<file path="src/rtl/sddr_port_arbiter.sv">
// Round-robin arbiter sharing the DDR controller data command/response port among NUM_PORTS requesters.
// Optional macro SDDR_ARB_PORT0_PRIORITY_EN gives port 0 fixed top priority over the round-robin ports.
module sddr_port_arbiter #(
    parameter int NUM_PORTS     = 3,
    parameter int ADDRESS_BITS  = 27,
    parameter int CMD_DATA_BITS = 128
) (
    input  logic                               cpu_clock_i,
    input  logic                               reset_n_i,
    input  logic [NUM_PORTS-1:0]               req_valid_i,
    input  logic [NUM_PORTS*ADDRESS_BITS-1:0]  req_address_i,
    input  logic [NUM_PORTS-1:0]               req_write_i,
    input  logic [NUM_PORTS*CMD_DATA_BITS-1:0] req_data_i,
    output logic [NUM_PORTS-1:0]               req_ack_o,
    output logic [NUM_PORTS-1:0]               rsp_valid_o,
    output logic [CMD_DATA_BITS-1:0]           rsp_data_o,
    output logic                               data_cmd_valid_o,
    output logic [ADDRESS_BITS-1:0]            data_cmd_address_o,
    output logic                               data_cmd_write_o,
    output logic [CMD_DATA_BITS-1:0]           data_cmd_data_o,
    input  logic                               data_cmd_ack_i,
    input  logic                               data_rsp_ready_i,
    input  logic [CMD_DATA_BITS-1:0]           data_rsp_data_i,
    output logic                               busy_o,
    output logic                               rsp_stray_o
);

    localparam int IDX_W = (NUM_PORTS > 1) ? $clog2(NUM_PORTS) : 1;

    typedef enum logic [1:0] {
        ARB_IDLE     = 2'd0,
        ARB_ISSUE    = 2'd1,
        ARB_WAIT_RSP = 2'd2
    } arb_state_e;

    arb_state_e                 state_q,      state_d;
    logic [IDX_W-1:0]           last_grant_q, last_grant_d;
    logic [IDX_W-1:0]           grant_q,      grant_d;
    logic [ADDRESS_BITS-1:0]    addr_q,       addr_d;
    logic                       write_q,      write_d;
    logic [CMD_DATA_BITS-1:0]   data_q,       data_d;
    logic [NUM_PORTS-1:0]       rsp_valid_q,  rsp_valid_d;
    logic [CMD_DATA_BITS-1:0]   rsp_data_q,   rsp_data_d;
    logic                       stray_q,      stray_d;

    logic                       pick_found;
    logic [IDX_W-1:0]           pick_idx;
    logic [IDX_W-1:0]           cand;
    logic [NUM_PORTS-1:0]       req_ack;

    // Scan starts one past the last winner so every other valid port gets a turn first.
    always_comb begin
        pick_found = 1'b0;
        pick_idx   = '0;
        cand       = '0;
`ifdef SDDR_ARB_PORT0_PRIORITY_EN
        if (req_valid_i[0]) begin
            pick_found = 1'b1;
            pick_idx   = '0;
        end else begin
            for (int k = 1; k <= NUM_PORTS; k++) begin
                cand = IDX_W'((int'(last_grant_q) + k) % NUM_PORTS);
                if (!pick_found && (cand != '0) && req_valid_i[cand]) begin
                    pick_found = 1'b1;
                    pick_idx   = cand;
                end
            end
        end
`else
        for (int k = 1; k <= NUM_PORTS; k++) begin
            cand = IDX_W'((int'(last_grant_q) + k) % NUM_PORTS);
            if (!pick_found && req_valid_i[cand]) begin
                pick_found = 1'b1;
                pick_idx   = cand;
            end
        end
`endif
    end

    always_comb begin
        state_d      = state_q;
        last_grant_d = last_grant_q;
        grant_d      = grant_q;
        addr_d       = addr_q;
        write_d      = write_q;
        data_d       = data_q;
        rsp_valid_d  = '0;
        rsp_data_d   = rsp_data_q;
        stray_d      = stray_q;
        req_ack      = '0;

        if (data_rsp_ready_i && (state_q != ARB_WAIT_RSP)) begin
            stray_d = 1'b1;
        end

        case (state_q)
            ARB_IDLE: begin
                if (pick_found) begin
                    req_ack[pick_idx] = 1'b1;
                    addr_d  = req_address_i[int'(pick_idx)*ADDRESS_BITS +: ADDRESS_BITS];
                    write_d = req_write_i[pick_idx];
                    data_d  = req_data_i[int'(pick_idx)*CMD_DATA_BITS +: CMD_DATA_BITS];
                    grant_d = pick_idx;
`ifdef SDDR_ARB_PORT0_PRIORITY_EN
                    if (pick_idx != '0) begin
                        last_grant_d = pick_idx;
                    end
`else
                    last_grant_d = pick_idx;
`endif
                    state_d = ARB_ISSUE;
                end
            end
            ARB_ISSUE: begin
                // The controller returns nothing for writes, so only reads wait.
                if (data_cmd_ack_i) begin
                    state_d = write_q ? ARB_IDLE : ARB_WAIT_RSP;
                end
            end
            ARB_WAIT_RSP: begin
                if (data_rsp_ready_i) begin
                    rsp_data_d           = data_rsp_data_i;
                    rsp_valid_d[grant_q] = 1'b1;
                    state_d              = ARB_IDLE;
                end
            end
            default: begin
                state_d = ARB_IDLE;
            end
        endcase
    end

    always_ff @(posedge cpu_clock_i) begin
        if (!reset_n_i) begin
            state_q      <= ARB_IDLE;
            last_grant_q <= IDX_W'(NUM_PORTS - 1);
            grant_q      <= '0;
            addr_q       <= '0;
            write_q      <= 1'b0;
            data_q       <= '0;
            rsp_valid_q  <= '0;
            rsp_data_q   <= '0;
            stray_q      <= 1'b0;
        end else begin
            state_q      <= state_d;
            last_grant_q <= last_grant_d;
            grant_q      <= grant_d;
            addr_q       <= addr_d;
            write_q      <= write_d;
            data_q       <= data_d;
            rsp_valid_q  <= rsp_valid_d;
            rsp_data_q   <= rsp_data_d;
            stray_q      <= stray_d;
        end
    end

    assign req_ack_o          = req_ack;
    assign rsp_valid_o        = rsp_valid_q;
    assign rsp_data_o         = rsp_data_q;
    assign data_cmd_valid_o   = (state_q == ARB_ISSUE);
    assign data_cmd_address_o = addr_q;
    assign data_cmd_write_o   = write_q;
    assign data_cmd_data_o    = data_q;
    assign busy_o             = (state_q != ARB_IDLE);
    assign rsp_stray_o        = stray_q;

endmodule

</file>
<file path="config.mk">
export PLATFORM = sky130hd
export DESIGN_NAME = sddr_port_arbiter
export DESIGN_NICKNAME = d
export VERILOG_FILES = /design/src/rtl/sddr_port_arbiter.sv
export SDC_FILE = /design/constraint.sdc
export NUM_CORES = 1
export LEC_CHECK = 0
export CAP_MARGIN = 20
export CORE_AREA = 4 4 342 344
export DETAILED_ROUTE_END_ITERATION = 8
export DIE_AREA = 0 0 346 348
export DONT_BUFFER_PORTS = 1
export PLACE_DENSITY = 0.3
export SYNTH_ARGS = -nofsm -noshare
export SYNTH_HDL_FRONTEND = slang
export SYNTH_SLANG_ARGS = --single-unit
export TNS_END_PERCENT = 50
</file>
<file path="constraint.sdc">
create_clock -name cpu_clock_i -period 5.7 [get_ports cpu_clock_i]
set_input_delay 1.71 -clock cpu_clock_i [delete_from_list [all_inputs] [get_ports cpu_clock_i]]
set_output_delay 1.71 -clock cpu_clock_i [all_outputs]
set_load 0.05 [all_outputs]
</file>
== After elaboration in Yosys (flattened, before gate mapping) ==
Cells that the tools add are included.
Word-level totals
  register bits after elaboration: 294
  bits in latches: 0
  memory bits (writable): 0
  memory bits (read-only): 0
  input port bits: 603
  memories kept: 0
Cells by class
  add/subtract/negate cells: 3
  multiply operators: 1
  divide/modulo/power cells: 3
  $lt $le $gt $ge: 7
  equal/unequal tests: 6
  shift-type cells: 2
  multiplexer cells: 25
  bitwise gates (word level): 0
  reductions and logical operators: 13
Operators by type and width (number)
  $shiftx A384 B10 Y128: 1
  $mod A32 B3 Y32 const B: 3
  $shiftx A81 B8 Y27: 1
  $lt A2 B3 Y1 const B: 5
  $mux W2: 7
  $mux W1: 9
  $bmux W1 S2: 4
  $mul A2 B5 Y7 const B: 1
  $add A2 B2 Y3 const B: 2
  $mux W3: 2
  $ne A2 B2 Y1 const B: 3
  $pmux W2 S3: 1
  $reduce_and A3 Y1: 2
  $logic_and A1 B1 Y1: 5
  $demux W1 S2: 2
  $ge A2 B1 Y1 const B: 2
  $reduce_and A2 Y1: 2
  $add A2 B1 Y3 const B: 1
  $eq A2 B1 Y1 const B: 1
  $eq A2 B2 Y1 const B: 1
  $logic_not A1 Y1: 2
  $logic_not A2 Y1: 1
  $ne A2 B1 Y1 const B: 1
  $reduce_bool A2 Y1: 1

== Logic depth before layout (Yosys ltp) ==
Gate-level depths: netlist of the first run.
  depth after elaboration: 17
  depth in mapped cells: 13
  mapped depth without buffers: 9

== Worst setup path after synthesis of the first run ==
Ideal clock, no wire load.
  path kind: input to output
  from: in req_valid_i[1]
  to: out req_ack_o[0]
  arrival time: 3497 ps
  path slack: 493 ps
  cell stages on the path: 7
  path buffers: 1
  path through: mux2i_2 -> mux2i_4 -> nor3b_2 -> a21bo_2 -> and2_1 -> buf_2 -> nor2b_1
On the way
  longest elaborated chain between the ends: 15
  elaborated cells between the ends (all ways): 23
RTL lines
  start: declaration: RTL line 10  | input logic [NUM_PORTS-1:0] req_valid_i,
  $bmux W1 S2: RTL line 72  | if (!pick_found && req_valid_i[cand]) begin
  $mux W1 (not written as such): RTL line 72
  $mux W1: RTL line 72
  $logic_not A1 Y1: RTL line 72
  $logic_and A1 B1 Y1: RTL line 72
  $mux W1: RTL line 72
  $logic_not A1 Y1: RTL line 72
  $logic_and A1 B1 Y1: RTL line 72
  $mux W2: RTL line 72
  $lt A2 B3 Y1 (not written as such) / $ge A2 B1 Y1 (equally long branches): RTL line 99  | req_ack[pick_idx] = 1'b1;
  $logic_and A1 B1 Y1 (not written as such): RTL line 99
  $mux W1 (not written as such): RTL line 99
  $demux W1 S2: RTL line 99
  $mux W3 (*): RTL line 98  | if (pick_found) begin
  $mux W3 (*): RTL line 96  | case (state_q)
  end: declaration: RTL line 14  | output logic [NUM_PORTS-1:0] req_ack_o,
Every way passes the cells marked *; elsewhere a longest branch is shown, timed or not. The select of a mux whose other input is x is not followed.

== Worst setup path after layout of the first run ==
  from: in req_valid_i[2]
  to: out req_ack_o[0]
The elaborated chain is that of the path after synthesis.

==> summary by stage, run 1 <==
Synth
During synthesis, Yosys emitted a total of 0 warnings. The most frequently used flop master after synthesis is dfxtp_1. The cell area that synthesis handed to floorplanning was 12,940 um^2. After synthesis the netlist holds a flip-flop and latch count of 293. The sequential cell area fraction in the yosys report is 45.34%.

After synthesis, the mean cell area works out to 9.072 um^2. Synthesis instantiated 44 different standard cells from the library. The biggest area contributor in the post-synthesis netlist is dfxtp_1.

The number of nets handed over by synthesis was a little over 2,000. The async set-or-reset flop fraction in the synthesized netlist is 0%. After synthesis, the most frequently instantiated cells are 293 x dfxtp_1, 261 x nand2_1, 158 x mux2i_1.

The synthesized design contains 0 enable-type register cells. Synthesis produced 1,426 cells. By instance count, the leading cell after synthesis is dfxtp_1. Ranked by total cell area, the synthesized netlist is headed by dfxtp_1 45%, mux2i_1 12%, nand2_1 7.6%. The area fraction of the dominant cell type after synthesis is roughly 45%.

Layout
The final non-filler cell total is ~2,900. The synthesis-to-layout area growth is 21.83%. The area of the multi-input gates is 6435 um^2.

The share of cells above drive strength 1 is 7.112%. The sequential cells in the finished layout cover a total of 5866 um^2. The total of fill cells in the finished design is around 13,000. The layout net count is 1,955.

Floorplanning
The initial standard-cell utilization of the core is 11.36%. The die is 346 um wide. In this run the count of I/O pins placed on the die edge is 896. The die area is between 100,000 and 150,000 um^2. The die height is 348 um. The area of the core region is 113,900 um^2.

The number of standard-cell rows in the floorplan is 124.

CTS
The clock sink total is between 200 and 300. The number of clock buffers added by TritonCTS is 39. Buffers added to address setup during post-CTS repair amount to 0. The clock passes through at most 3 buffers. Clock-pin slew was measured on the worst setup and hold paths at 60 ps. Hold repair after CTS inserted 0 buffers. In this run the number of H-tree levels came out at 2. The later-pin clock latency in the skew report is 580 ps. The post-cts gate resize count is 0.

The TritonCTS clock tree is built. The tree is rooted in a clkbuf_16.

Detailed routing
The final routed wire length divided by cell count is roughly 22 um. The number of detailed-routing iterations run before antenna repair is 5. The routed via count is about 11,000. The detailed-route DRC error count is 0.

The average via count per standard cell is 3.770. The total wire length is roughly 64,000 um. The detailed router finished its first iteration with roughly 560 violations. The antenna violation net count after detailed routing is 0.

Global route
The global-route wire length before repair is 88,160 um. The initial antenna violation count is 19. The number of global-route vias before repair is between 10,000 and 15,000. The overall overflow remaining after global route is 0. The maximum number of pins on one net before global-route repair is 361. The overall routing resource usage is approximately 10%.

Critical path
The required time of the critical path is 3990 ps. The worst setup path is of the input pin to output port kind. The critical-path cell with the highest stage delay is nor3b_2. STA classifies the critical path endpoint as an output port. Counting both buffers and inverters, the worst setup path holds a total of 1. In this run the worst path has a maximum fanout of 8. In this design, the stage delay of the slowest critical-path cell is 350 ps. The critical path goes through mux2i_1 -> o21ai_2 -> nor3b_2 -> a21bo_2 -> and2_4 -> nor2b_2 -> buf_4. The worst setup path is launched from an input pin.

The cell family with the largest share of critical-path delay is simple AND/OR/NAND/NOR gates. For the worst setup path, the data arrival time is 3320 ps.

Timing
The pin slew with the least headroom to its limit is around 1100 ps. The worst hold margin is 476.2 ps. The total count of hold-check failures in the final report was 0. Setup violations remaining at the end of the flow were counted as 0. The maximum operating frequency is 198.6 MHz. Setup repair after global routing left no endpoint under its margin.

The number of max-slew violations in the final report came to 0. The worst max-slew margin expressed relative to the limit is 23.89%. Across all setup checks in the final design, the least slack found is 665.9 ps. The share of the cycle needed by the critical path after routing is 88.32%. The clock arrives with 16.01 ps of skew. The final sum of negative setup slack is 0 ps. The smallest clock period supported by the final layout is computed as 5034 ps.

Placed design
The worst slack at placement is 665.1 ps. Buffers placed on the I/O ports in this run total 0. Once detailed placement completed, the half-perimeter wirelength came to 48,780 um. After detailed placement, the design holds a cell count of 2,819.

Routability-driven placement finished with a final weighted congestion of 0.8120.

Run
The tool flagged a number of max-cap violations equal to 0.

Power and ir drop
For this design the ratio of total power to cell area is 648.0 nW/um^2. The static leakage is about 5 nW. The worst IR drop on VDD is slightly below 500 uV.

Outcome
The flow ran to the end, and the final reports show no timing, DRC or antenna violations.

Worst hold path
In this run the worst hold path is classified as register to register.
routing by layer:
| layer | routed length [um] | GRT usage [%] | vias to the layer above |
|---|---|---|---|
| met2 | 31690 | 17.06 | 607 |
| met4 | 2144 | 3.930 | 12 |
| li1 | - | - | 5031 |
| met3 | 7528 | 5.257 | 91 |
| met5 | 92 | 0.1962 | - |
| met1 | 22940 | 10.23 | 5207 |
logic make-up (layout without fill, tap and decap cells):
| kind of cell | count (synthesis) | after routing | synth area share [%] |
|---|---|---|---|
| other cells | 0 | 14 | 0 |
| mux | 160 | 160 | 12.51 |
| fa+ha+maj | 4 | 4 | 0.3869 |
| simple gates | 426 | 426 | 14.19 |
| flops | 293 | 293 | 45.34 |
| compound gates | 396 | 396 | 22.28 |
| buf+inv | 147 | 99 | 5.291 |
layout make-up:
type	instances	area share (%)
Antenna cell	14	0.2223
Multi-Input combinational cell	986	40.83
Inverter	8	0.1985
Timing Repair Buffer	20	1.191
Tap cell	1512	12.00
Clock buffer	60	7.526
Sequential cell	293	37.22
Clock inverter	11	0.8098
worst paths after layout:
check	depth (start not counted)	endpoint	slack, ps	start
max	7	req_ack_o[0]	670	req_valid_i[2]
min	1	rsp_valid_o[1]	480	grant_q[1]
max reg2reg	9	data_cmd_data_o[21]	1550	last_grant_q[0]
min reg2reg	1	rsp_valid_o[1]	480	grant_q[1]
flip-flops by register name, summed over array words and instances (netlist names):
register            count
rsp_data_o            128
data_cmd_write_o        1
grant_q                 1
last_grant_q            2
rsp_stray_o             1
rsp_valid_o             3
data_cmd_data_o       128
data_cmd_address_o     27
state_q                 2
report_power, final:
| group | switching, W | internal (W) |
|---|---|---|
| clock | 0.00101 | 0.00152 |
| combinational | 0.00207 | 0.00120 |
| sequential | 0.00190 | 0.00251 |
| total | 0.00498 | 0.00524 |
placed cells by master (no fill, tap or decap), types with 3 or more instances in the layout:
cell type and count:
nor3_1 3, buf_4 17, a21oi_1 90, diode_2 14
mux2i_1 158, nand3_1 136, ha_1 4, inv_1 7
o211ai_1 68, o21ai_0 3, nand2_1 261, nand2b_1 3
clkbuf_8 11, buf_12 3, clkinv_2 5, a21boi_0 130
clkbuf_1 9, nor2b_1 3, nor2_1 6, clkinvlp_4 3
clkbuf_16 40, o221ai_1 90, dfxtp_1 293
worst register-to-register path: stages (launching register included):
cell and delay (ps):
dfxtp_1 490, ha_1 450, mux2i_1 310, o22ai_2 140
nor3b_2 220, a221oi_4 300, buf_4 750, buf_12 700
mux2i_1 510, a21oi_1 120
stage by stage:
step                total power (W)  area [um^2]  utilization [%]
CTS                         0.01048        15730            13.81
finish                      0.01021        15760            13.84
global placement           0.007752        14410            12.65
global route                0.01080        15740            13.82
floorplan                  0.006820        12940                -
detailed placement         0.007845        14410            12.65
No activity file was read; power rests on OpenSTA's default activity.
==> run 2: changes to the inputs <==
Settings changed: MAX_ROUTING_LAYER from default to met4.
==> run 2 against run 1 <==
Net effect:
- wire length about the same
- utilization about the same
- combinational power is essentially flat
- critical path depth stayed put
- non-clock buffer count unchanged
- critical path type unchanged
- largest cell class unchanged
==> summary by stage, run 2 (synthesized netlist as in run 1, its figures left out) <==
Outcome
The flow ran to the end, and the final reports show no timing, DRC or antenna violations.

Floorplanning
The die height is 348 um (unchanged). The number of standard-cell rows in the floorplan came to 124 (unchanged). The die area is 120,400 um^2 (unchanged). The number of top-level pins is 896 (unchanged). The area of the core region was 113,900 um^2 (unchanged).

The horizontal die dimension is 346 um (unchanged). The initial standard-cell utilization of the core is 11.36% (unchanged).

CTS
The clock sink total is 293 (unchanged). The count of buffers added by post-CTS timing repair for setup is 0 (unchanged). The buffer levels on the longest clock path is 3 (unchanged). The number of hold buffers added after CTS was 0 (unchanged). The CTS clock-pin slew for the worst setup and hold paths is 60 ps (about the same).

The H-tree level count is 2 (unchanged). The cell sitting at the root of the clock tree is a clkbuf_16. The later-pin clock latency in the skew report is 580 ps (about the same).

The post-cts gate resize count is 0 (unchanged). The total clock buffers created by CTS is 39 (unchanged). The TritonCTS clock tree is built.

Layout
The sequential cell area in the final layout is 5866 um^2 (unchanged). The area of the multi-input gates came to 6435 um^2 (unchanged). The synthesis-to-layout area growth is 21.89% (about the same). The finished layout cell area is 15,770 um^2 (about the same). The share of cells above drive strength 1 is 7.112% (unchanged). The layout net count is 1,955 (unchanged). The library cell used most frequently in the layout, excluding fill and tap cells, is dfxtp_1. The total of fill cells in the finished design is 12,960 (-0.015%). In the layout the commonest cells are 293 x dfxtp_1, 261 x nand2_1, 158 x mux2i_1, 136 x nand3_1, 130 x a21boi_0.

Power and ir drop
The total power per unit cell area is 647.9 nW/um^2 (about the same). The share of total power consumed by net switching is 48.76% (about the same). The sequential share of power is 43.2% (about the same). The clock network fraction of total power is 24.8% (about the same). The worst IR drop on VDD came to 490.3 uV (-0.86%).

The share of total power in combinational logic is 32.0% (about the same). The total net switching power is 0.004981 W (about the same). The static leakage is 4.892 nW (about the same).

The total power came to 0.01022 W (about the same). The total internal power is 0.005235 W (about the same).

Placed design
The number of buffer cells added on primary ports is 0 (unchanged). The post-place instance area is 14,410 um^2 (unchanged). The final weighted congestion in routability-driven placement is 0.8246 (+1.6%). The post-DP HPWL is 48,780 um (unchanged). The worst slack at placement was 665.1 ps (unchanged).

Run
The max-capacitance violation count came to 0 (unchanged).

Detailed routing
The detailed-route DRC error count is 0 (unchanged). The number of detailed-routing iterations run before antenna repair is 6 (+1). The average via count per standard cell is 3.771 (about the same).

The antenna violation net count after detailed routing is 0 (unchanged). The final routed wire length divided by cell count was 22.16 um (about the same). The total wire length is 64,430 um (about the same).

The number of design-rule violations left by the first detailed-router iteration is 490 (-13%). The routed via count is 10,960 (+0.13%).

Timing
The smallest setup slack after layout is 670.6 ps (+4.659 ps). The number of max-slew violations in the final report was 0 (unchanged). The worst max-slew margin expressed relative to the limit is 24.02% (+0.14 points). The setup violation total in the final timing report is 0 (unchanged). The share of the cycle needed by the critical path after routing is 88.24% (about the same). The pin slew with the least headroom to its limit is 1137 ps (-2.050 ps).

Setup repair after global routing left no endpoint under its margin. The total count of hold-check failures in the final report is 0 (unchanged). The maximum operating frequency was 198.8 MHz (about the same). The minimum period implied by the final worst setup slack came to 5029 ps (-4.659 ps). The final sum of negative setup slack is 0 ps (unchanged). The setup clock skew after layout is 20.84 ps (+4.830 ps).

Global route
The overall routing resource usage is 10.24% (+0.30 points). The number of global-route vias before repair is 11,390 (+0.062%). The initial antenna violation count came to 16 (-3).

The maximum number of pins on one net before global-route repair is 361 (unchanged). The global-route wire length before repair is 88,020 um (-0.16%). The overall overflow remaining after global route is 0 (unchanged).

Critical path
The worst setup path is launched from an input pin. The path type of the worst setup path is input pin to output port. The maximum fanout count along the critical path is 8 (unchanged). The nature of the critical path endpoint is an output port. The endpoint arrival time on the critical path is 3320 ps (about the same). The critical path goes through mux2i_1 -> o21ai_2 -> nor3b_2 -> a21bo_2 -> and2_4 -> nor2b_2 -> buf_4. The required time of the critical path is 3990 ps (about the same). The maximum cell stage delay along the critical path is 350 ps (about the same).

The critical-path cell with the highest stage delay is nor3b_2.

Worst hold path
The class of the worst hold path is register to register.
-- run 2: layer usage --
| metal | vias up | global-route usage, % | part of all wire [%] |
|---|---|---|---|
| met5 | - | - | 0 |
| met4 | 0 | 3.794 | 2.9 |
| met3 | 86 | 4.932 | 11 |
| met2 | 594 | 17.14 | 50 |
| met1 | 5250 | 10.43 | 36 |
| li1 | 5032 | - | - |
-- run 2: final timing paths --
kind	start	endpoint	slack (ps)	depth (start not counted)
max	req_valid_i[2]	req_ack_o[0]	670	7
min	grant_q[1]	rsp_valid_o[1]	480	1
max reg2reg	last_grant_q[0]	data_cmd_data_o[21]	1540	10
min reg2reg	grant_q[1]	rsp_valid_o[1]	480	1
-- run 2: cell type report --
cell class | count | area share (%)
antenna | 17 | 0.2698
clock buffer | 60 | 7.523
clock inverter | 11 | 0.8094
inverter | 8 | 0.1984
multi-input combinational | 986 | 40.81
sequential | 293 | 37.20
tap | 1512 | 12.00
timing repair buffer | 20 | 1.190
-- run 2: stage by stage --
step           instances  utilization (%)  hold WS [ps]
2_1_floorplan       1426                -         433.2
3_5_place_dp        2819            12.65         455.6
4_1_cts             2890            13.81         472.9
5_1_grt             2906            13.84         497.6
3_3_place_gp        2819            12.65         453.7
6_report            2907            13.85         476.2
-- run 2: worst max-delay path, delay by kind of cell --
kind | cells | cell delay (ps)
compound gates | 2 | 410
simple gates | 3 | 640
mux | 1 | 280
buf+inv | 1 | 250
-- run 2: power by group through the flow --
stage | Clock, W | Combinational, W | Sequential, W
after global placement | 0 | 0.00326 | 0.00449
after detailed placement | 0 | 0.00337 | 0.00447
after CTS | 0.00267 | 0.00337 | 0.00444
after floorplan | 0 | 0.00259 | 0.00423
after global routing | 0.00274 | 0.00360 | 0.00447
final | 0.00253 | 0.00327 | 0.00441
==> run 3: changes to the inputs <==
Settings changed: SETUP_SLACK_MARGIN from default to 0.1, SLEW_MARGIN from default to 25.
==> run 3 against run 2 <==
Net effect:
- clock-buffer cell count stayed put
- flip-flop and latch count stayed put
- non-clock buffer count stayed put
- register-to-register slack hardly changed
- sequential power hardly changed
- critical path depth stayed put
- wire length is 0.14% higher
- clock skew is 0.95 ps higher
==> summary by stage, run 3 (synthesized netlist as in run 1, its figures left out) <==
Placed design
The total instance count after detailed placement was 2,819 (unchanged). The worst slack at placement is 665.1 ps (-0.001000 ps). The final weighted congestion in routability-driven placement was 0.8246 (unchanged).

The number of buffer cells added on primary ports was 0 (unchanged). The post-DP HPWL is 48,790 um (about the same). The post-place instance area came to 14,410 um^2 (about the same).

Critical path
The kind of start point of the critical path is an input pin. The path type of the worst setup path is input pin to output port. The maximum fanout count along the critical path is 8 (unchanged). The required time of the critical path is 3990 ps (about the same). The endpoint arrival time on the critical path is 3350 ps (+30 ps). The worst setup path is captured at an output port.

Layout
The total of fill cells in the finished design is 12,960 (-0.023%). The share of cells above drive strength 1 is 7.184% (+0.073 points). The sequential cell area in the final layout is 5866 um^2 (unchanged). The area of the multi-input gates came to 6437 um^2 (about the same).

The final non-filler cell total is 2,906 (-0.034%). The top cell types in the final layout, fill and taps aside, are 293 x dfxtp_1, 261 x nand2_1, 158 x mux2i_1, 136 x nand3_1, 130 x a21boi_0. The layout net count is 1,955 (unchanged). The finished layout cell area is 15,770 um^2 (about the same).

The commonest non-fill, non-tap cell in the layout is dfxtp_1. The synthesis-to-layout area growth is 21.92% (about the same).

Timing
Setup repair after global routing left no endpoint under its margin. The worst hold margin is 476.3 ps (+0.08400 ps). The pin slew with the least headroom to its limit is 1061 ps (-76.61 ps). The final sum of negative setup slack is 0 ps (unchanged). The maximum operating frequency is 197.7 MHz (-0.55%). The share of the cycle needed by the critical path after routing came to 88.73% (+0.49 points). The setup violation total in the final timing report is 0 (unchanged).

The setup clock skew after layout is 21.80 ps (+0.9544 ps). The smallest setup slack after layout was 642.5 ps (-28.06 ps). The minimum period implied by the final worst setup slack is 5057 ps (+28.06 ps). The worst max-slew margin expressed relative to the limit is 29.29% (+5.3 points). The total count of hold-check failures in the final report is 0 (unchanged). The number of max-slew violations in the final report is 0 (unchanged).

CTS
The H-tree level count is 2 (unchanged). The buffer levels on the longest clock path came to 3 (unchanged). TritonCTS built the clock tree. The post-cts gate resize count is 0 (unchanged). The number of hold buffers added after CTS was 0 (unchanged).

The CTS clock-pin slew for the worst setup and hold paths is 60 ps (about the same). The cell sitting at the root of the clock tree is a clkbuf_16. The clock sink total was 293 (unchanged).

The later-pin clock latency in the skew report came to 590 ps (about the same). The count of buffers added by post-CTS timing repair for setup is 0 (unchanged). The total clock buffers created by CTS came to 39 (unchanged).

Floorplanning
The area of the core region was 113,900 um^2 (unchanged). The number of standard-cell rows in the floorplan came to 124 (unchanged). The die height was 348 um (unchanged). The initial standard-cell utilization of the core was 11.36% (unchanged). The number of top-level pins is 896 (unchanged).

The die area was 120,400 um^2 (unchanged). The horizontal die dimension came to 346 um (unchanged).

Detailed routing
The total wire length was 64,520 um (+0.14%). The detailed-route DRC error count is 0 (unchanged). The antenna violation net count after detailed routing is 0 (unchanged). The number of design-rule violations left by the first detailed-router iteration is 508 (+3.7%). The final routed wire length divided by cell count was 22.20 um (+0.18%). The average via count per standard cell is 3.769 (about the same). The routed via count is 10,950 (-0.082%). The number of detailed-routing iterations run before antenna repair came to 5 (-1).

Global route
The global-route wire length before repair is 88,090 um (about the same). The number of global-route vias before repair is 11,380 (-0.088%). The initial antenna violation count was 16 (unchanged). The overall routing resource usage was 10.25% (about the same). The overall overflow remaining after global route came to 0 (unchanged).

The maximum number of pins on one net before global-route repair is 361 (unchanged).

Worst hold path
The tightest min-delay check is of the register to register type.

Power and ir drop
The total power per unit cell area is 648.3 nW/um^2 (about the same). The worst IR drop on VDD came to 489.4 uV (-0.18%). The static leakage came to 4.895 nW (about the same).

Run
The max-capacitance violation count is 0 (unchanged).

Outcome
The run finished with clean final reports.
==> run 3: changes by cell type in the layout (fill, tap and decap cells not counted) <==
cell / before / now
buf_4: 17 / 16
buf_6: 0 / 1
diode_2: 17 / 16
nor2b_1: 3 / 2
nor2b_2: 1 / 2
==> run 3: through the flow <==
step           total power [W]  util, %
6_report               0.01023    13.85
5_1_grt                0.01081    13.85
4_1_cts                0.01048    13.81
3_5_place_dp          0.007847    12.66
3_3_place_gp          0.007752    12.65
2_1_floorplan         0.006820        -
==> run 3: power breakdown <==
group | switching [W] | total (W) | leakage [nW] | internal (W)
combinational | 0.00208 | 0.00328 | 1.86 | 0.00120
clock | 0.00101 | 0.00253 | 0.639 | 0.00152
sequential | 0.00190 | 0.00442 | 2.40 | 0.00251
==> run 3: layout make-up <==
type / count / area share, %
inverters: 8 / 0.1983
clock inverters: 11 / 0.8092
clock buffers: 60 / 7.521
well taps: 1512 / 12.00
flip-flops and latches: 293 / 37.19
multi-input cells: 986 / 40.82
repair buffers: 20 / 1.214
diodes: 16 / 0.2539
==> run 3: layer usage <==
metal | track usage (%) | part of all wire [%] | wire, um
met5 | - | 0 | 0
met2 | 17.18 | 50 | 32110
met1 | 10.44 | 37 | 23590
met4 | 3.726 | 2.6 | 1700
met3 | 4.958 | 11 | 7119
==> run 3: path summary, 6_finish.rpt <==
kind | startpoint | endpoint | slack, ps | cells past startpoint
worst max-delay path | req_valid_i[2] | req_ack_o[0] | 640 | 7
worst min-delay path | grant_q[1] | rsp_valid_o[1] | 480 | 1
worst max register to register | last_grant_q[0] | data_cmd_data_o[21] | 1540 | 10
worst min register to register | grant_q[1] | rsp_valid_o[1] | 480 | 1
==> run 3: critical path, stage by stage <==
cell and delay (ps):
mux2i_1 280, o21ai_2 160, nor3b_2 350, a21bo_2 250, and2_4 150, nor2b_2 140, buf_4 270
==> RTL change 1 (settings of run 2) <==
Build with the macro `SDDR_ARB_PORT0_PRIORITY_EN` defined.
--- a/src/rtl/sddr_port_arbiter.sv
+++ b/src/rtl/sddr_port_arbiter.sv
@@ -2,2 +2,4 @@
 // Optional macro SDDR_ARB_PORT0_PRIORITY_EN gives port 0 fixed top priority over the round-robin ports.
+`define SDDR_ARB_PORT0_PRIORITY_EN
+
 module sddr_port_arbiter #(
Function: not settled (the Yosys comparison gave no result); the edit may change what the design does.
==> RTL change 1 against run 2 <==
Register-to-register slack better by 0.53 ns; sequential cell count increased by 1; synthesized area shrank 2.9%; count of clock-buffer cells in the layout down 1; synthesized cell count grew 4.0%; cell area fell by 1.3%; worst setup slack better by 0.14 ns; wire length shrank 2.5%; fmax is 2.8% higher; global-route usage fell by 0.22 points; critical endpoint is now req_ack_o[1].
Power is not compared: it rests on default switching activity, and its combinational part moved more than twofold at a synthesized area within 25%.
==> RTL change 1: results (changes against run 2) <==
Run status
  • Run status: finished clean

Detailed routing
  • Average detailed-routed wire length per instance: 21.09 um (-4.9%)
  • Via total after detailed routing: 10710 (-2.3%)
  • Number of detailed-routing iterations run before antenna repair: 4 (-2)
  • Iter 0 DRT Violations: 561 (+14%)

Finish
  • Share of cells above drive strength 1: 6.160% (-0.95 points)
  • Multi-input combinational gate total: 915 (-7.2%)
  • Number of nets in the final layout: 2037 (+4.2%)
  • Final-layout non-clock buffer area share: 1.303% (+0.11 points)
  • Signal buffers: 17 (-15%)
  • Logic inverters: 162 (+154)
  • Filler Cell Count: 13080 (+0.89%)
  • Multi-input gate area in the final layout: 5604 sq um (-13%)
  • Number of clock buffer instances in the layout: 59 (-1.7%)
  • Proportion of cell area spent on the clock network: 8.663% (+0.33 points)
  • Antenna Cells: 5 (-12)
  • Sequential cell area: 5886 sq um (+0.34%)

Placed design
  • Final weighted congestion in routability-driven placement: 0.8636 (+4.7%)
  • HPWL Detailed: 49860 um (+2.2%)
  • Setup Slack @ Placement: 0.8115 ns (+0.1465 ns)

Logic synthesis
  • Arithmetic-cell share of the synthesized area counting full adders, half adders and majority gates: 0.3985% (+0.012 points)
  • Post-synth top cells: sky130_fd_sc_hd__nand2_1, sky130_fd_sc_hd__dfxtp_1, sky130_fd_sc_hd__inv_1
  • Mux contribution to synthesized area: 12.68% (+0.18 points)
  • Complex-gate fraction of the synthesized area: 17.07% (-5.2 points)
  • Largest cells by area after synthesis: sky130_fd_sc_hd__dfxtp_1, sky130_fd_sc_hd__mux2i_1, sky130_fd_sc_hd__nand2_1, sky130_fd_sc_hd__o221ai_1, sky130_fd_sc_hd__a21oi_1
  • Count of unique library cells instantiated by Yosys: 37 (-16%)
  • Post-synthesis register bit count: 294 (+0.34%)
  • Share of synthesized area occupied by flip-flops and latches: 46.87% (+1.5 points)
  • Mapped Nets: 2090 (+2.8%)

GRT
  • Initial antenna violation count: 6 (-10)
  • Pin count of the biggest net entering global routing: 114 (-68%)
  • Global-route wire length before repair: 85750 um (-2.6%)
  • Aggregate global-route resource usage: 10.03% (-0.22 points)

Setup path
  • Slowest library cell on the worst path: sky130_fd_sc_hd__or3_4
  • Launching element of the worst setup path: req_valid_i[1]
  • Critical Path AT: 3.18 ns (-0.14 ns)
  • Crit path max fanout: 6 (-2)
  • Worst reg-to-reg setup slack: 2.07 ns (+0.53 ns)
  • Reg-to-reg endpoint: data_cmd_data_o[17]
  • Endpoint of the worst setup timing path: req_ack_o[1]
  • Worst reg-to-reg path cell count: 9 (-1)
  • Peak per-stage delay on the critical path: 0.42 ns (+0.07 ns)

Power
  • Leak Pwr: around 5.7 nW

Min path
  • End point of the most critical hold path: last_grant_q[1]
  • Worst hold start: last_grant_q[1]

Clock network
  • Number of gates resized after cts: 0 (unchanged)
  • Cts bufs inserted: 40 (+2.6%)
  • Maximum level of the CTS H-tree: 2 (unchanged)

STA
  • Minimum clock period after layout: 4.891 ns (-0.1387 ns)
  • Relative max-transition margin: 37.80% (+14 points)
  • Clock tree skew after final layout: 0.01322 ns (-0.007620 ns)
==> RTL change 1: through the flow <==
step | power, mW | std cells | hold WS, ns | cell area, sq um
floorplan | 4.430 | 1483 | 0.4273 | 12560
global placement | 4.830 | 2900 | 0.5446 | 14190
detailed placement | 4.861 | 2900 | 0.5484 | 14190
CTS | 7.509 | 2973 | 0.5628 | 15540
global route | 7.702 | 2977 | 0.5961 | 15550
finish | 7.329 | 2978 | 0.5568 | 15550
==> RTL change 1: power breakdown <==
group	leakage, nW	switching (mW)	internal, mW
clock	0.663	0.989	1.57
sequential	2.40	1.34	2.37
combinational	2.66	0.653	0.405
==> RTL change 1: layer usage <==
layer | wire length, um | vias up | GRT usage (%)
met5 | 0 | - | -
met2 | 32220 | 545 | 17.63
li1 | - | 4980 | -
met3 | 6705 | 51 | 4.426
met1 | 22690 | 5133 | 10.31
met4 | 1181 | 0 | 2.293
==> RTL change 2 (config.mk and constraints of run 2) <==
Without the edit above. `data_q` no longer has a reset.
--- a/src/rtl/sddr_port_arbiter.sv
+++ b/src/rtl/sddr_port_arbiter.sv
@@ -139,3 +139,2 @@
             write_q      <= 1'b0;
-            data_q       <= '0;
             rsp_valid_q  <= '0;
@@ -149,3 +148,2 @@
             write_q      <= write_d;
-            data_q       <= data_d;
             rsp_valid_q  <= rsp_valid_d;
@@ -154,2 +152,6 @@
         end
+    end
+
+    always_ff @(posedge cpu_clock_i) begin
+        data_q <= data_d;
     end
Formal check against the unedited RTL: not equivalent (a bounded check fails within 4 cycles, from zero or initial values and one cycle with reset_n_i low; the reset may be asserted at any time).
==> RTL change 2 against run 2 <==
The flow now finishes with violations (slew limit); critical path type unchanged; sequential share of layout area grew 7.9 points; worst hold slack worse by 0.018 ns; final cell count decreased by 0.83%; power is 10% higher; clock skew rose by 0.011 ns; worst setup slack lost 0.050 ns; cell area grew 0.51%; synthesized area is 0.95% lower; largest cell class is now sequential cells; synthesized cell count down 5.8%; critical path depth unchanged; sequential cell count is the same; wire length rose by 11%; global-route usage up 1.3 points.
==> RTL change 2: results (changes against run 2) <==
Detailed routing
  • Iter 0 DRT Violations: 536 (+9.4%)
  • Post-detailed-routing wire length: 71450 um (+11%)
  • Amount of wire on met3 after detailed routing: 9592 um (+33%)

Finish
  • Number of cells in the finished layout apart from fillers: 2883 (-0.83%)
  • Share of cells above drive strength 1: 6.362% (-0.75 points)

GRT
  • Aggregate global-route resource usage: 11.51% (+1.3 points)
  • Met2 track utilization from global routing: 20.10% (+3.0 points)
  • Pin count of the biggest net entering global routing: 171 (-53%)

Setup path
  • Launching element of the worst setup path: req_valid_i[1]
  • Peak per-stage delay on the critical path: 0.43 ns (+0.08 ns)
  • Crit path max fanout: 6 (-2)
  • Worst reg-to-reg path cell count: 8 (-2)
  • Critical Path AT: 3.37 ns (+0.05 ns)

Logic synthesis
  • Mapped Nets: 1950 (-4.1%)
  • Count of unique library cells instantiated by Yosys: 41 (-6.8%)
  • Share of synthesized area occupied by flip-flops and latches: 55.78% (+10 points)
  • Mux contribution to synthesized area: 12.51% (about the same)
  • Complex-gate fraction of the synthesized area: 13.07% (-9.2 points)
  • Area share of the largest cell type after synthesis: 30.00% (-15 points)
  • Arithmetic-cell share of the synthesized area counting full adders, half adders and majority gates: 0.3906% (+0.0037 points)

Power
  • Leak Pwr: 5.220 nW (+6.7%)
  • Clock Power Share: 21.2% (-3.6 points)
  • Maximum vdd drop: 0.4635 mV (-5.5%)
  • Combinational cell power: 2.96 mW (-9.5%)

Clock network
  • Cts bufs inserted: 40 (+2.6%)

Placed design
  • HPWL Detailed: 57740 um (+18%)
  • Cells after DPL: 2774 (-1.6%)
  • Setup Slack @ Placement: 0.6055 ns (-0.05959 ns)
  • Final weighted congestion in routability-driven placement: 0.8465 (+2.7%)

Run status
  • Failing checks: slew limit
  • Run status: finished, violations left

STA
  • Clock tree skew after final layout: 0.03212 ns (+0.01128 ns)
  • Pins Over Slew Limit: 23 (+23)
  • Slew of the pin with the lowest slew margin: 1.520 ns (+0.3828 ns)
[RTL change 2: changes by cell type after synthesis, moves of 126 or more]
| cell | change |
|---|---|
| sky130_fd_sc_hd__dfxtp_1 | -128 |
| sky130_fd_sc_hd__a21boi_0 | -130 |
| sky130_fd_sc_hd__a21oi_1 | +172 |
| sky130_fd_sc_hd__nor2_1 | +126 |
| sky130_fd_sc_hd__edfxtp_1 | +128 |
| sky130_fd_sc_hd__nand3_1 | -135 |
[RTL change 2: final timing paths]
check | endpoint | slack, ns
hold reg to reg | rsp_valid_o[0] | 0.46
setup / recovery | req_ack_o[1] | 0.62
setup reg to reg | data_cmd_data_o[83] | 1.94
hold / removal | rsp_valid_o[0] | 0.46
[RTL change 2: area by class of cell]
cell class	instances	area, sq um	share of cell area (%)
antenna	35	87.58	0.5527
inverter	38	148.9	0.9395
clock buffer	60	1117	7.050
sequential	293	7147	45.10
clock inverter	11	91.34	0.5763
tap	1512	1892	11.94
timing repair buffer	20	245.2	1.547
multi-input combinational	914	5119	32.30
